`src/rtl/pc_sequencer.sv`:
```
// Program-counter sequencer: IDLE/RUN/DONE control with sequential, absolute and relative branching.
// Single-cycle update per unstalled RUN cycle; stall freezes all sequencing state.
module pc_sequencer #(
  parameter int PC_W  = 10,
  parameter int CNT_W = 16
) (
  input  logic             Clk,
  input  logic             Reset_n,
  input  logic             start,
  input  logic             stall,
  input  logic             halt_req,
  input  logic             branch_abs,
  input  logic             branch_rel,
  input  logic             cond_flag,
  input  logic [4:0]       tgt_sel,
  output logic [4:0]       lut_index,
  input  logic [7:0]       lut_value,
  output logic [PC_W-1:0]  prog_ctr,
  output logic             fetch_valid,
  output logic             branch_taken,
  output logic [CNT_W-1:0] taken_cnt,
  output logic             done
);

  typedef enum logic [1:0] {IDLE, RUN, DONE} state_t;

  localparam logic [PC_W-1:0]  PC_ONE  = PC_W'(1);
  localparam logic [CNT_W-1:0] CNT_ONE = CNT_W'(1);
  localparam logic [CNT_W-1:0] CNT_MAX = '1;

  state_t          state;
  logic            take;
  logic [PC_W-1:0] abs_tgt;
  logic [PC_W-1:0] rel_tgt;

  // The table is looked up in the same cycle the instruction is presented.
  assign lut_index = tgt_sel;

  assign take    = cond_flag & (branch_abs | branch_rel);
  assign abs_tgt = PC_W'(lut_value);
  assign rel_tgt = prog_ctr + PC_W'($signed(lut_value));

  always_ff @(posedge Clk or negedge Reset_n) begin
    if (!Reset_n) begin
      state        <= IDLE;
      prog_ctr     <= '0;
      taken_cnt    <= '0;
      branch_taken <= 1'b0;
      fetch_valid  <= 1'b0;
      done         <= 1'b0;
    end else begin
      branch_taken <= 1'b0;
      case (state)
        IDLE, DONE: begin
          if (start) begin
            state       <= RUN;
            prog_ctr    <= '0;
            taken_cnt   <= '0;
            fetch_valid <= 1'b1;
            done        <= 1'b0;
          end
        end
        RUN: begin
          if (!stall) begin
            // Halt outranks any branch encoded on the same instruction.
            if (halt_req) begin
              state       <= DONE;
              fetch_valid <= 1'b0;
              done        <= 1'b1;
            end else if (take) begin
              prog_ctr     <= branch_abs ? abs_tgt : rel_tgt;
              branch_taken <= 1'b1;
              if (taken_cnt != CNT_MAX)
                taken_cnt <= taken_cnt + CNT_ONE;
            end else begin
              prog_ctr <= prog_ctr + PC_ONE;
            end
          end
        end
        default: begin
          state       <= IDLE;
          fetch_valid <= 1'b0;
          done        <= 1'b0;
        end
      endcase
    end
  end

endmodule

```
`config.mk`:
```
export PLATFORM = sky130hd
export DESIGN_NAME = pc_sequencer
export DESIGN_NICKNAME = d
export VERILOG_FILES = /design/src/rtl/pc_sequencer.sv
export SDC_FILE = /design/constraint.sdc
export NUM_CORES = 1
export LEC_CHECK = 0
export CAP_MARGIN = 0
export CORE_MARGIN = 3
export CORE_UTILIZATION = 35
export CTS_CLUSTER_SIZE = 24
export DETAILED_ROUTE_END_ITERATION = 6
export PLACE_DENSITY = 0.69
export SLEW_MARGIN = 20
export SYNTH_ARGS = -nofsm -noshare
export SYNTH_HDL_FRONTEND = slang
export SYNTH_SLANG_ARGS = --single-unit
```
`constraint.sdc`:
```
create_clock -name Clk -period 4.49 [get_ports Clk]
set_clock_uncertainty 0.1 [all_clocks]
set_input_delay 0.6735 -clock Clk [delete_from_list [all_inputs] [get_ports Clk]]
set_output_delay 0.6735 -clock Clk [all_outputs]
set_load 0.02 [all_outputs]
```
==> results.ini, run 1 <==
[setup_path]
rrSetupSlack_ns = 2.23
max_stage_delay_ns = 0.48
crit_chain = clkdlybuf4s50_1 > ha_1 > inv_1 > fa_1 > nor2b_1 > o21a_1 > o21a_1 > o21ai_0 > and4b_1 > nor3_1
r2r_cells = 9
worst-endpoint-required_ns = 4.59
startpoint_type = input port
worstSetupEndpoint = prog_ctr[6]
critPathMaxFanout = 3
path_common_cell = o21a_1
slowest_stage = clkdlybuf4s50_1
crit_start = lut_value[0]
r2r-end = prog_ctr[6]
timing.rr.start = prog_ctr[0]
crit_type = in2reg
end_kind = register
arrival_ns = 2.72

[global_routing]
overflow = 0
grt_pass1_wl_mm = 9.20
grt_pass1_vias = 1983
grtUsageTotal_pct = 15.4
grt_max_degree = 31
antenna_found_initial = 0

[placed_design]
place.detailed.hpwl_mm = 3.92
gp_congestion = 0.925
dp.cells = 363
io_buffers = 44

[sta]
setup_viol = 0
rsz0062_at_grt = no
fmax_mhz = 382
period_needed_ns = 2.62
fin_crit_sh_pct = 58.3
tightest_slew_ns = 0.532
hold_viol = 0
slew_headroom_pct = 64.3
finalSetupTns_ns = 0
drv_slew = 0

[final_layout]
fillers = 607
postLayoutCoreUtil_pct = 46.7
nets = 328
stdcell_count = 370
area_delta_synth_final_pct = 27.2
num_antenna_cells = 0
drive_above_1_share_pct = 8.47

[power]
power_w = 0.00109
ir_worst_vdd_mv = 0.221
leakage_nw = 1.11
powerDensity_nw_per_um2 = 386

[status]
status = finished clean

[detailed_routing]
wl_per_cell_um = 14.3
drt_iter0_markers = 93
drt.antenna.violating_nets = 0
wl_mm = 5.29
drc_errors = 0
dr.pass1.iters = 4
via_count = 1972
viasPerCell = 5.33

[cts]
cts_made_buffers = 5
post_cts_resized = 0
cts-root-buf = clkbuf_8
cts.sinks = 30
cts_tree = yes
clk_path_buf_depth = 2
postCtsSetupRepairBufs = 0
path_clk_slew_ns = 0.07
clock_latency_ns = 0.28
cts_hold_buf = 0
cts.htree.levels = 2

[yosys]
yosys-top-cells-area = dfrtp_1, ha_1, xnor2_1
ys_types = 55
synthAdderAreaFrac_pct = 7.12
synthCells = 251
ys_dominant_reg_cell = dfrtp_1
ys_ff_latch = 30
synth_area_um2 = 2210
synthSimpleGateAreaFrac_pct = 27.1
synth_top_family_by_area = simple AND/OR/NAND/NOR gates
synth_top_area_share_pct = 33.9
ys_async_sr_fraction_pct = 100
yosys_warnings = 0
synth_largest_area_cell = dfrtp_1
synth_edf_count = 0
synthMuxAreaShare_pct = 0.904
synth-xor-area-share_pct = 7.12
avgSynthCellArea_um2 = 8.82
yosysSeqAreaShare_pct = 33.9
synth_fp_nets = 284
synth_compound_area_share_pct = 18.9

[floorplanning]
die_y_um = 85.5
die_w_um = 85.5
start_util_pct = 36.7
io_pins = 55
core-area_um2 = 6030
die_area_um2 = 7310
row_count = 28

[hold_path]
holdPathStages = 1
hold_class = reg2reg

[flow_run]
maxCapViolCount = 0

[worst min path at each step]
stage | from | to
after floorplan | Reset_n | branch_taken
after global placement | fetch_valid | fetch_valid
after detailed placement | state[0] | fetch_valid
after CTS | state[0] | fetch_valid
after global routing | state[0] | fetch_valid
final | state[0] | fetch_valid
[cell families (layout without fill, tap and decap cells)]
family          after synthesis  count (layout)
buf+inv                      20              64
flops                        30              30
compound gates               65              65
simple gates                104             104
mux                           2               2
fa+ha+maj                    12              12
xor+xnor                     18              18
[worst max-delay path, delay by kind of cell]
family,cells,cell delay [ns]
adders and majority gates,2,0.54
and+or+nand+nor,3,0.55
AOI/OAI and AO/OA,3,0.42
buffers and inverters,2,0.53
[per-stage QoR]
stage / cell area (µm²) / worst slack [ns] / hold slack [ns]
final: 2820 / 1.87 / 0.449
after global routing: 2820 / 1.62 / 0.494
after CTS: 2820 / 1.87 / 0.452
after detailed placement: 2700 / 1.56 / 0.443
after global placement: 2700 / 1.63 / 0.439
after floorplan: 2210 / 2.22 / 0.278
[layout make-up]
class	count	area [µm²]	area share, %
clock inverters	1	30.0	1.07
repair buffers	48	470	16.7
flip-flops and latches	30	751	26.7
well taps	75	93.8	3.33
inverters	9	33.8	1.20
multi-input cells	201	1350	48.1
clock buffers	6	82.6	2.93
[cell usage in the layout (no fill, tap or decap), types with 3 or more instances in the layout]
cell             instances
xor2_1                   5
clkdlybuf4s50_1         44
o21ai_0                 16
o31ai_1                  3
a21oi_1                 19
and3_1                   5
nor3b_1                  3
inv_1                    9
nor3_1                   7
dfrtp_1                 30
buf_4                    4
nand4_1                  3
nand3_1                 12
clkbuf_8                 6
nor3_2                   3
nor2b_1                  5
o21a_1                   3
nor2_1                  26
ha_1                    11
xnor2_1                 13
nand2_1                 18
a21o_1                   5
o21ai_1                  3
[cells in the mapped netlist, types with 2 or more instances]
master	count
a211oi_1	2
a21boi_0	2
a21o_1	5
a21oi_1	19
a22o_1	2
and3_1	5
buf_4	5
buf_6	2
clkbuf_1	3
dfrtp_1	30
ha_1	11
inv_1	9
mux2i_1	2
nand2_1	18
nand2b_1	2
nand3_1	12
nand3b_1	2
nand4_1	3
nor2_1	26
nor2b_1	5
nor3_1	7
nor3_2	3
nor3b_1	3
nor4_1	2
nor4b_2	2
o21a_1	3
o21ai_0	16
o21ai_1	3
o22ai_1	2
o31ai_1	3
or2b_2	2
xnor2_1	13
xor2_1	5
[state kept, by name, indices dropped and copies added, names as in the netlist]
| register | count |
|---|---|
| prog_ctr | 10 |
| branch_taken | 1 |
| done | 1 |
| taken_cnt | 16 |
| fetch_valid | 1 |
| state | 1 |
[per-layer routing]
| layer | global-route usage [%] | up-vias | share of wire, % |
|---|---|---|---|
| met5 | 0 | - | 0 |
| met4 | 3.88 | 0 | 0.70 |
| met3 | 4.51 | 4 | 6.0 |
| met2 | 24.9 | 59 | 47 |
| met1 | 20.4 | 914 | 46 |
| li1 | - | 995 | - |
[where the power goes]
part,switching [W],internal [W]
combinational,0.000228,0.000197
sequential,0.0000684,0.000311
clock,0.000106,0.000177
(Power assumes the default switching activity.)
==> run 2, diff against run 1 <==
Clock period 4.49 ns to 2.7 ns, I/O delays scaled along.
==> run 2 against run 1 <==
Compared with the run above: first-iteration DRC count rose by 55%; power rose by 77%; sequential share of layout area fell by 0.42 points; routed wire length rose by 3.7%; sequential power rose by 68%; flip-flop and latch count did not move; critical path depth did not move; final cell count rose by 0.81%; worst hold slack got worse by 0.036 ns; largest cell class unchanged; non-clock buffer count rose by 2; count of clock-buffer cells in the layout did not move; global-route usage rose by 0.30 points; largest power group unchanged.
==> results.ini, run 2 (synthesis results as in run 1) <==
[power]
switching_share_pct = 35.5
clkPwrFrac_pct = 29.5
power_frac_seq_pct = 33.1
power_frac_comb_pct = 37.4
leakage_nw = 1.13
internal_power_w = 0.00124
power.switching_w = 0.000685
power_w = 0.00193
powerDensity_nw_per_um2 = 674
ir_worst_vdd_mv = 0.420

[sta]
fin_crit_sh_pct = 88.0
rsz0062_at_grt = no
fmax_mhz = 421
period_needed_ns = 2.38
setup_viol = 0
slew_headroom_pct = 71.5
finalSetupTns_ns = 0
setup_slack_ns = 0.323
drv_slew = 0
tightest_slew_ns = 0.423
hold_viol = 0

[final_layout]
reg_top3 = taken_cnt x16, prog_ctr x10
drive_above_1_share_pct = 9.40
nets = 330
largest_register = taken_cnt
layout_commonest_cell = clkdlybuf4s50_1
area_delta_synth_final_pct = 29.2
postLayoutCoreUtil_pct = 47.5
layout_common_cells = clkdlybuf4s50_1, dfrtp_1, nor2_1
largest_register_ffs = 16
num_antenna_cells = 0

[placed_design]
place_worst_setup_slack_ns = 0.0367
place.detailed.hpwl_mm = 4.08
io_buffers = 44
gp_congestion = 0.842

[cts]
path_clk_slew_ns = 0.07
cts.sinks = 30
cts_hold_buf = 0
clk_path_buf_depth = 2
cts_tree = yes
cts_made_buffers = 5
cts-root-buf = clkbuf_8
clock_latency_ns = 0.28
post_cts_resized = 0
cts.htree.levels = 2
postCtsSetupRepairBufs = 0

[setup_path]
rrSetupSlack_ns = 0.40
max_stage_delay_ns = 0.49
crit_type = in2reg
arrival_ns = 2.46
startpoint_type = input port
cp_num_buf_inv = 2
crit_cells = 10
r2r_cells = 9
timing.rr.start = prog_ctr[0]
crit_chain = clkdlybuf4s50_1 > ha_1 > inv_1 > fa_1 > nor2b_1 > o21a_1 > o21a_1 > nor2_1 > o21a_1 > o311ai_1
worst-endpoint-required_ns = 2.78
r2r-end = prog_ctr[8]
critPathMaxFanout = 3
cp_top_family = compound AO/OA/AOI/OAI gates
crit_start = lut_value[0]
slowest_stage = clkdlybuf4s50_1
path_common_cell = o21a_1
end_kind = register
worstSetupEndpoint = prog_ctr[8]

[detailed_routing]
dr.pass1.iters = 4
drc_errors = 0
viasPerCell = 5.46
via_count = 2036
wl_per_cell_um = 14.7
drt.antenna.violating_nets = 0
wl_mm = 5.48
drt_iter0_markers = 144

[global_routing]
antenna_found_initial = 0
overflow = 0
grt_pass1_vias = 2019
grt_pass1_wl_mm = 9.34
grt_max_degree = 31
grtUsageTotal_pct = 15.7

[hold_path]
hold_class = in2async

[floorplanning]
die_w_um = 85.5
core-area_um2 = 6030
die_y_um = 85.5
start_util_pct = 36.7
io_pins = 55
die_area_um2 = 7310
row_count = 28

[flow_run]
maxCapViolCount = 0

[status]
status = finished clean

## run 2: per-stage QoR
step	area [µm²]	hold slack (ns)	cells
3_5_place_dp	2720	0.447	365
2_1_floorplan	2210	0.00941	251
4_1_cts	2860	0.428	373
5_1_grt	2860	0.457	373
6_report	2860	0.412	373
3_3_place_gp	2720	0.438	365
## run 2: cell type report
| cell class | count | area [µm²] |
|---|---|---|
| clock buffer | 6 | 82.6 |
| clock inverter | 2 | 60.1 |
| fill | 590 | 3170 |
| inverter | 9 | 33.8 |
| multi-input combinational | 201 | 1350 |
| sequential | 30 | 751 |
| tap | 75 | 93.8 |
| timing repair buffer | 50 | 485 |
## run 2: worst reg2reg max path, cell delays in order (launching register included)
cell      delay [ns]
dfrtp_1         0.49
ha_1            0.23
inv_1           0.06
fa_1            0.37
nor2b_1         0.17
o21a_1          0.15
o21a_1          0.14
nor2_1          0.07
o21a_1          0.17
o311ai_1        0.25
## run 2: worst min path at each step
stage                 startpoint  slack [ns]             to
floorplan                Reset_n       0.009   branch_taken
global placement    taken_cnt[0]        0.44   taken_cnt[0]
detailed placement  taken_cnt[0]        0.45   taken_cnt[0]
CTS                      Reset_n        0.43  taken_cnt[14]
global route             Reset_n        0.46  taken_cnt[13]
finish                   Reset_n        0.41  taken_cnt[14]
## run 2: power groups by stage
stage / Clock, W / Combinational [W] / Sequential, W
3_5_place_dp: 0 / 0.000718 / 0.000640
5_1_grt: 0.000600 / 0.000794 / 0.000650
6_report: 0.000570 / 0.000721 / 0.000637
3_3_place_gp: 0 / 0.000704 / 0.000639
4_1_cts: 0.000581 / 0.000722 / 0.000635
2_1_floorplan: 0 / 0.000409 / 0.000679
## run 2: routing by layer
| layer | vias to the layer above | share of wire (%) | global-route usage (%) | wire length, µm |
|---|---|---|---|---|
| li1 | 996 | - | - | - |
| met1 | 964 | 47 | 21.4 | 2550 |
| met2 | 73 | 47 | 25.6 | 2590 |
| met3 | 3 | 5.8 | 3.17 | 315 |
| met4 | 0 | 0.38 | 4.17 | 21 |
| met5 | - | 0 | 0 | 0 |
==> run 3, diff against run 2 <==
Settings changed: CTS_BUF_LIST from default to sky130_fd_sc_hd__clkbuf_8.
==> results of run 3 <==
The final DEF is identical to that of run 2; final timing and power are the same.
